[src/rtl/vstore_if.sv]
// vstore_if: request, flush and dOutMem write-port bundle for the vector-store sequencer
interface vstore_if #(
  parameter int WIDTH = 24,
  parameter int LANES = 4
);
  localparam int CW = $clog2(LANES + 1);
  logic                   req_valid;
  logic                   req_ready;
  logic [WIDTH-1:0]       req_base;
  logic [WIDTH-1:0]       req_stride;
  logic [CW-1:0]          req_count;
  logic [LANES*WIDTH-1:0] req_data;
  logic                   flush_req;
  logic                   we;
  logic [WIDTH-1:0]       address;
  logic [WIDTH-1:0]       wd;
  logic                   startIO;
  logic                   busy;
  logic                   done;
  logic                   err;
  logic [WIDTH-1:0]       wr_total;
  modport master (
    output req_valid, req_base, req_stride, req_count, req_data, flush_req,
    input  req_ready, we, address, wd, startIO, busy, done, err, wr_total
  );
  modport slave (
    input  req_valid, req_base, req_stride, req_count, req_data, flush_req,
    output req_ready, we, address, wd, startIO, busy, done, err, wr_total
  );
endinterface

[src/rtl/vstore_seq.sv]
// vstore_seq: serialises a packed vector store into per-cycle dOutMem writes and issues startIO dumps
module vstore_seq #(
  parameter int WIDTH = 24,
  parameter int DEPTH = 10000,
  parameter int LANES = 4
) (
  input logic     clk,
  input logic     rst,
  vstore_if.slave bus
);
  localparam int CW = $clog2(LANES + 1);
  typedef enum logic [1:0] {IDLE, WRITE, FLUSH} state_t;
  state_t                 state, state_n;
  logic [CW-1:0]          cnt, idx, cnt_in;
  logic [WIDTH-1:0]       stride, addr_q, wd_q, total;
  logic [LANES*WIDTH-1:0] data_q;
  logic                   err_q, in_range, last, accept;
  assign cnt_in   = bus.req_count > CW'(LANES) ? CW'(LANES) : bus.req_count;
  assign in_range = addr_q < WIDTH'(DEPTH);
  assign last     = idx == cnt - CW'(1);
  assign accept   = state == IDLE && bus.req_valid && cnt_in != '0;
  assign bus.address  = addr_q;
  assign bus.wd       = wd_q;
  assign bus.err      = err_q;
  assign bus.wr_total = total;
  // state register
  always_ff @(posedge clk)
    state <= rst ? IDLE : state_n;
  // next state and state-decoded outputs; a request outranks a pending flush
  always_comb begin
    state_n       = IDLE;
    bus.req_ready = state == IDLE;
    bus.we        = state == WRITE && in_range;
    bus.done      = state == WRITE && last;
    bus.startIO   = state == FLUSH;
    bus.busy      = state != IDLE;
    if (state == IDLE)
      state_n = bus.req_valid ? (cnt_in != '0 ? WRITE : IDLE) : (bus.flush_req ? FLUSH : IDLE);
    else if (state == WRITE)
      state_n = last ? IDLE : WRITE;
  end
  // element datapath: the data shift register presents the next lane in wd_q each cycle,
  // and address/wd are left untouched after the last element so they hold outside WRITE
  always_ff @(posedge clk) begin
    if (rst) begin
      addr_q <= '0;
      wd_q   <= '0;
      data_q <= '0;
      stride <= '0;
      cnt    <= '0;
      idx    <= '0;
      err_q  <= 1'b0;
      total  <= '0;
    end else begin
      if (accept) begin
        addr_q <= bus.req_base;
        wd_q   <= bus.req_data[WIDTH-1:0];
        data_q <= bus.req_data >> WIDTH;
        stride <= bus.req_stride;
        cnt    <= cnt_in;
        idx    <= '0;
      end
      if (state == WRITE) begin
        idx   <= idx + CW'(1);
        total <= total + {{(WIDTH-1){1'b0}}, in_range};
        err_q <= err_q | ~in_range;
        if (!last) begin
          addr_q <= addr_q + stride;
          wd_q   <= data_q[WIDTH-1:0];
          data_q <= data_q >> WIDTH;
        end
      end
    end
  end
endmodule

[src/flat_wrapper.sv]
// flat-port wrapper written by rule: the top's interface ports become plain ports
module vstore_seq_flat 
#(
  parameter int WIDTH = 24,
  parameter int DEPTH = 10000,
  parameter int LANES = 4
)
  (clk, rst, bus_req_valid, bus_req_base, bus_req_stride, bus_req_count, bus_req_data, bus_flush_req, bus_req_ready, bus_we, bus_address, bus_wd, bus_startIO, bus_busy, bus_done, bus_err, bus_wr_total);
  vstore_if #(.WIDTH(WIDTH), .LANES(LANES)) bus_i ();
  input logic clk;
  input logic rst;
  input wire logic [$bits(bus_i.req_valid)-1:0] bus_req_valid;
  input wire logic [$bits(bus_i.req_base)-1:0] bus_req_base;
  input wire logic [$bits(bus_i.req_stride)-1:0] bus_req_stride;
  input wire logic [$bits(bus_i.req_count)-1:0] bus_req_count;
  input wire logic [$bits(bus_i.req_data)-1:0] bus_req_data;
  input wire logic [$bits(bus_i.flush_req)-1:0] bus_flush_req;
  output wire logic [$bits(bus_i.req_ready)-1:0] bus_req_ready;
  output wire logic [$bits(bus_i.we)-1:0] bus_we;
  output wire logic [$bits(bus_i.address)-1:0] bus_address;
  output wire logic [$bits(bus_i.wd)-1:0] bus_wd;
  output wire logic [$bits(bus_i.startIO)-1:0] bus_startIO;
  output wire logic [$bits(bus_i.busy)-1:0] bus_busy;
  output wire logic [$bits(bus_i.done)-1:0] bus_done;
  output wire logic [$bits(bus_i.err)-1:0] bus_err;
  output wire logic [$bits(bus_i.wr_total)-1:0] bus_wr_total;
  assign bus_i.req_valid = bus_req_valid;
  assign bus_i.req_base = bus_req_base;
  assign bus_i.req_stride = bus_req_stride;
  assign bus_i.req_count = bus_req_count;
  assign bus_i.req_data = bus_req_data;
  assign bus_i.flush_req = bus_flush_req;
  assign bus_req_ready = bus_i.req_ready;
  assign bus_we = bus_i.we;
  assign bus_address = bus_i.address;
  assign bus_wd = bus_i.wd;
  assign bus_startIO = bus_i.startIO;
  assign bus_busy = bus_i.busy;
  assign bus_done = bus_i.done;
  assign bus_err = bus_i.err;
  assign bus_wr_total = bus_i.wr_total;
  vstore_seq #(.WIDTH(WIDTH), .DEPTH(DEPTH), .LANES(LANES)) u_core (.clk(clk), .rst(rst), .bus(bus_i));
endmodule
[config.mk]
export PLATFORM = sky130hd
export DESIGN_NAME = vstore_seq_flat
export DESIGN_NICKNAME = d
export VERILOG_FILES = /design/src/rtl/vstore_if.sv /design/src/rtl/vstore_seq.sv /design/src/flat_wrapper.sv
export SDC_FILE = /design/constraint.sdc
export NUM_CORES = 1
export LEC_CHECK = 0
export CORE_MARGIN = 5
export CORE_UTILIZATION = 54
export CTS_CLUSTER_DIAMETER = 60
export DETAILED_ROUTE_END_ITERATION = 8
export PLACE_DENSITY_LB_ADDON = 0.08
export SKIP_CTS_REPAIR_TIMING = 1
export SLEW_MARGIN = 20
export SYNTH_ARGS = -nofsm -noshare
export SYNTH_HDL_FRONTEND = slang
export SYNTH_SLANG_ARGS = --single-unit
[constraint.sdc]
create_clock -name clk -period 5.89 [get_ports clk]
set_input_delay 1.178 -clock clk [delete_from_list [all_inputs] [get_ports clk]]
set_output_delay 1.178 -clock clk [all_outputs]
set_load 0.1 [all_outputs]
After elaboration in Yosys (flattened, before gate mapping)
Index checks and enable logic that the tools add are counted.
{ "totals": {"input_bits": 151, "register_bits": 201, "latchBits": 0, "output_inout_bits": 78, "memories": 0, "mem_bits_rw": 0, "rom_bits": 0, "word_cells": 46} }
{ "op_classes": {"magnitude_cmp": 2, "n_eq_ne": 3, "mul": 0, "mux": 18, "n_shift": 0, "bitwise": 2, "add_sub_neg": 4, "n_div": 0, "reduce_logical": 8} }
{ "op_table": {"columns": ["operator", "count"], "rows": [
  ["$mux W96", 3],
  ["$mux W24", 6],
  ["$add A24 B1 Y24", 1],
  ["$add A24 B24 Y24", 1],
  ["$lt A24 B14 Y1 const B", 1],
  ["$mux W3", 3],
  ["$mux W2", 4],
  ["$logic_and A1 B1 Y1", 4],
  ["$reduce_bool A2 Y1", 2],
  ["$add A3 B1 Y3 const B", 1],
  ["$eq A3 B3 Y1", 1],
  ["$gt A3 B3 Y1 const B", 1],
  ["$reduce_bool A3 Y1", 1],
  ["$sub A3 B1 Y3 const B", 1],
  ["$eq A2 B1 Y1 const B", 1],
  ["$eq A2 B2 Y1 const B", 1],
  ["$logic_not A2 Y1", 1],
  ["$mux W1", 2],
  ["$not A1 Y1", 1],
  ["$or A1 B1 Y1", 1]
]} }

Depth between registers and ports, before layout
{ "depth": {"depth_word": 7, "mapped_depth": 11, "ltp_nobuf": 10} }

Worst setup path before layout
No wires, ideal clock.
{ "synth_timing": {"path_type": "register -> output", "startpoint": "register u_core.state[1]", "endpoint": "output port bus_busy", "path_buffers": 0, "slack_ns": 2.135, "stages_incl_launch_ff": 3, "t_arrival_ns": 2.577, "path_cell_list": "dfxtp_1 nor2_1 inv_1"} }
{ "synth_between": {"elab_chain_cells": 1} }
{ "synth_lines": {"columns": ["item", "line_no", "source"], "rows": [
  ["start: declaration", "vstore_seq.sv:13", "state_t state, state_n;"],
  ["start signal: assignment", "vstore_seq.sv:28", "state <= rst ? IDLE : state_n;"],
  ["$reduce_bool A2 Y1", "vstore_seq.sv:36", "bus.busy = state != IDLE;"],
  ["end: declaration", "flat_wrapper.sv:23", "output wire logic [$bits(bus_i.busy)-1:0] bus_busy;"]
]} }
No other way between the ends.

Worst setup path after layout
{ "layout_timing": {"startpoint": "register u_core.addr_q[7], in the netlist u_core.bus.address[7]", "endpoint": "output port bus_we"} }
{ "layout_between": {"elab_chain_cells": 2} }
{ "layout_lines": {"columns": ["item", "line_no", "source"], "rows": [
  ["start: declaration", "vstore_seq.sv:15", "logic [WIDTH-1:0] stride, addr_q, wd_q, total;"],
  ["start signal: assignment", "vstore_seq.sv:56", "addr_q <= bus.req_base;"],
  ["start signal: assignment", "vstore_seq.sv:68", "addr_q <= addr_q + stride;"],
  ["$lt A24 B14 Y1", "vstore_seq.sv:19", "assign in_range = addr_q < WIDTH'(DEPTH);"],
  ["$logic_and A1 B1 Y1", "vstore_seq.sv:33", "bus.we = state == WRITE && in_range;"],
  ["end: declaration", "flat_wrapper.sv:19", "output wire logic [$bits(bus_i.we)-1:0] bus_we;"]
]} }
No other way between the ends.

==> metrics.sh <==
LEAKAGEPOWER_nW=4.79
FINALCRITPERIODSHARE_PCT=73.5
YOSYS_MOST_USED_DFF='dfxtp_1'
TIMING.CRITICAL_PATH.FROM_TYPE='flop'
FINAL_LAYOUT_SIZE_SUFFIX_GT1_SHARE_PCT=4.02
CLOCK-SINKS=201
LARGEST_NET_DEGREE_AT_THE_START_OF_GLOBAL_ROUTING=195
CLOCK_POWER_SHARE_PCT=34.9
SETUP_VIOL=0
HOLD_WS_NS=0.460
SYNTHESIS.INSTANCES=1180
DRT-WIRELENGTH-PER-CELL_UM=16.3
CRITICAL_PATH_PEAK_FANOUT=4
YOSYSTOPAREACELL='dfxtp_1'
POSTSYNTHAREAPERCELL_UM2=7.86
GRTUSAGETOTAL_PCT=25.3
WORST_CLOCK_SKEW_NS=0.00927
TIMING.CRITICAL_PATH.SLOWEST_CELL_DELAY_NS=1.15
MAX_FREQ_MHz=231
REQUIRED_NS=4.71
IO-PIN-COUNT=229
FINALHOLDVIOLCOUNT=0
POWER.NET_SWITCHING_mW=1.28
SYNTH_NETS=1359
NUM_VIAS=8845
VIAS_CELL=5.55
FP.COREAREA_UM2=17100
WORSTSKEWPAIRLATENCY_NS=0.51
DIE-HEIGHT_UM=141
COUNT_OF_NETS_LEFT_WITH_ANTENNA_VIOLATIONS_AFTER_DETAIL_ROUTING=0
WORSTSETUPPATHTYPE='flop to primary output'
INITIALDRTVIOLATIONCOUNT=621
CP_DATA_ARRIVAL_TIME_NS=3.15
HTREE_LEVELS=1
WORST_PIN_SLEW_NS=1.04
P_COMB_SHARE_PCT=25.2
POWER.SHARE.SWITCHING_PCT=33.1
P_SEQ_SHARE_PCT=39.9
PLACED_AREA_UM2=11600
CTS.PATH.MAX_BUFFERS=3
SYNTHTOLAYOUTAREAGROWTH_PCT=33.0
GP_ROUTABILITY_CONGESTION=0.867
GRT_OVERFLOW_TOTAL=0
NUMBER_OF_ENABLE_FLIP_FLOP_CELLS_AFTER_SYNTHESIS=0
FINALCRITICALPERIOD_NS=4.33
NUM-FILL-CELLS=1388
YS_WARN_COUNT=0
PORT-BUFFER-COUNT=228
SYNTH_TOP_AREA_SHARE_PCT=43.4
POST-ROUTE-DRC-COUNT=0
TIMING.CRITICAL_PATH.CELLS='nor4_1, o21ai_0, a21oi_1, and2_1, clkdlybuf4s50_1'
MIN_PATH_TYPE='flop to flop'
FIN_TNS_SETUP_NS=0
SLEW_HEADROOM_PCT=30.2
FIN_UTIL_PCT=72.3
FINAL_MAX_SLEW_VIOL_COUNT=0
FINALNETCOUNT=1532
CTS_TREE='built'
INTERNAL_POWER_mW=2.59
DOMINANT_CELLS_BY_AREA_AFTER_SYNTHESIS='dfxtp_1 43%, nand2_1 13%, a311oi_1 10%'
DETAILEDPLACEMENTHPWL_UM=17600
CRITICAL_PATH.ENDPOINT_TYPE='primary output'
STD_CELL_ROWS=48
CLOCK-ROOT-BUFFER='clkbuf_16'
DIE-WIDTH_UM=141
VIA_COUNT_OF_THE_FIRST_GLOBAL_ROUTING_PASS=8714
CRITPATHSLOWESTCELL='clkdlybuf4s50_1'
MAXCAPVIOLATIONS=0
CELLPOWERDENSITY_nW_PER_UM2=314
POSTROUTEWIRELENGTH_UM=26000
SYNTHMOSTINSTANTIATEDCELL='nand2_1'
FIRST_PASS_GRT_WIRE_LENGTH_UM=42200
UNREPAIRED_SETUP_ENDPOINTS_AFTER_GLOBAL_ROUTING='no'
CTS-BUFFERS-INSERTED=22
LIST_OF_MOST_FREQUENT_POST_SYNTHESIS_CELLS='329 x nand2_1, 201 x dfxtp_1, 142 x nor2_1'
DISTINCT_CELL_TYPE_COUNT_AFTER_SYNTHESIS=50
VDD.IR_DROP.WORST_V=0.000229
FLOORPLAN.DIE_AREA_UM2=19900
MAPPEDNETLISTAREA_UM2=9270
STATUS='completed'
INITIAL_UTILIZATION_PCT=54.4
FINAL_AREA_UM2=12300
REGISTER_BIT_COUNT_REPORTED_BY_YOSYS=201
SYNTH-SEQ-AREA-SHARE_PCT=43.4
GRT_ANTENNA_BEFORE_REPAIR=2
SYNTHARSTFLOPSHARE_PCT=0
CLKTRANSATPATHREGS_NS=0.06
FIRST_PASS_ITERS=4
POST-LAYOUT-TOTAL-POWER_mW=3.88
==> per-stage QoR <==
stage                     setup slack, ns  std cells
after floorplan                      2.13       1180
after global placement               2.12       1554
after detailed placement             2.08       1554
after CTS                            1.54       1593
after global routing                 1.42       1594
final                                1.56       1595
==> area by class of cell <==
class / count / area, um^2 / share of cell area, %
multi-input cells: 884 / 4910 / 39.8
flip-flops and latches: 201 / 4020 / 32.6
repair buffers: 236 / 2380 / 19.3
clock buffers: 34 / 646 / 5.23
well taps: 225 / 282 / 2.28
clock inverters: 5 / 61.3 / 0.497
inverters: 8 / 30.0 / 0.243
diodes: 2 / 5.00 / 0.0406
==> power by group through the flow <==
stage	registers (mW)	clock network, mW	logic, mW
floorplan	1.84	0	0.402
finish	1.55	1.35	0.976
global placement	1.57	0	0.970
global route	1.56	1.43	1.05
detailed placement	1.57	0	0.977
CTS	1.55	1.37	0.980
==> registers in the layout (all words and copies together), names as in the netlist <==
| signal | cells |
|---|---|
| u_core.idx | 3 |
| u_core.bus.wd | 24 |
| u_core.bus.wr_total | 24 |
| u_core.state | 2 |
| u_core.data_q | 96 |
| u_core.cnt | 3 |
| u_core.stride | 24 |
| u_core.bus.address | 24 |
| u_core.bus.err | 1 |
==> routing by layer <==
layer  track usage [%]  wire length (um)  share of wire [%]  vias up
li1                  -                 -                  -     4435
met1              29.8             10500                 40     4084
met2              43.9             12700                 49      258
met3              6.92              1890                7.3       66
met4              9.23               885                3.4        2
met5                 0                11              0.042        -
==> cell usage in the layout (no fill, tap or decap), types with 3 or more instances in the layout <==
master	instances
clkbuf_16	22
or3_1	7
nand4_1	12
nor3_1	10
o21a_1	4
nor2_1	141
nand3_1	13
inv_1	8
nand2b_1	6
ha_1	27
nor2b_1	5
a21o_1	12
and2_1	30
dfxtp_1	201
a31o_2	3
buf_4	5
a31oi_1	3
xnor2_1	18
xor2_1	19
a211oi_1	4
nor4_1	5
clkdlybuf4s50_1	227
and3_1	7
buf_12	3
a21oi_1	62
clkbuf_1	7
nand2_1	328
a311oi_1	109
clkinv_2	3
o21ai_0	25
clkbuf_8	5
a41oi_1	3
==> path summary, 6_finish.rpt <==
kind	startpoint	slack, ns	cells after the start	to
setup reg to reg	u_core.bus.address[7]	2.80	10	u_core.bus.wr_total[23]
hold reg to reg	u_core.data_q[73]	0.46	1	u_core.data_q[73]
hold / removal	u_core.data_q[73]	0.46	1	u_core.data_q[73]
setup / recovery	u_core.bus.address[7]	1.56	5	bus_we
==> critical path, delay by kind of cell (launching register included) <==
| kind | cells | cell delay, ns |
|---|---|---|
| compound gates | 2 | 0.55 |
| simple gates | 2 | 0.60 |
| flops | 1 | 0.34 |
| buf+inv | 1 | 1.15 |
==> cell families after synthesis <==
group | after synthesis | synth area share (%)
multiplexers | 2 | 0.216
flip-flops | 201 | 43.4
AO/OA/AOI/OAI | 239 | 18.7
XOR/XNOR | 37 | 3.49
adder cells (fa/ha/maj) | 28 | 3.86
buffers and inverters | 95 | 4.02
AND/OR/NAND/NOR | 578 | 26.4
Power figures use the tool's default switching activity.
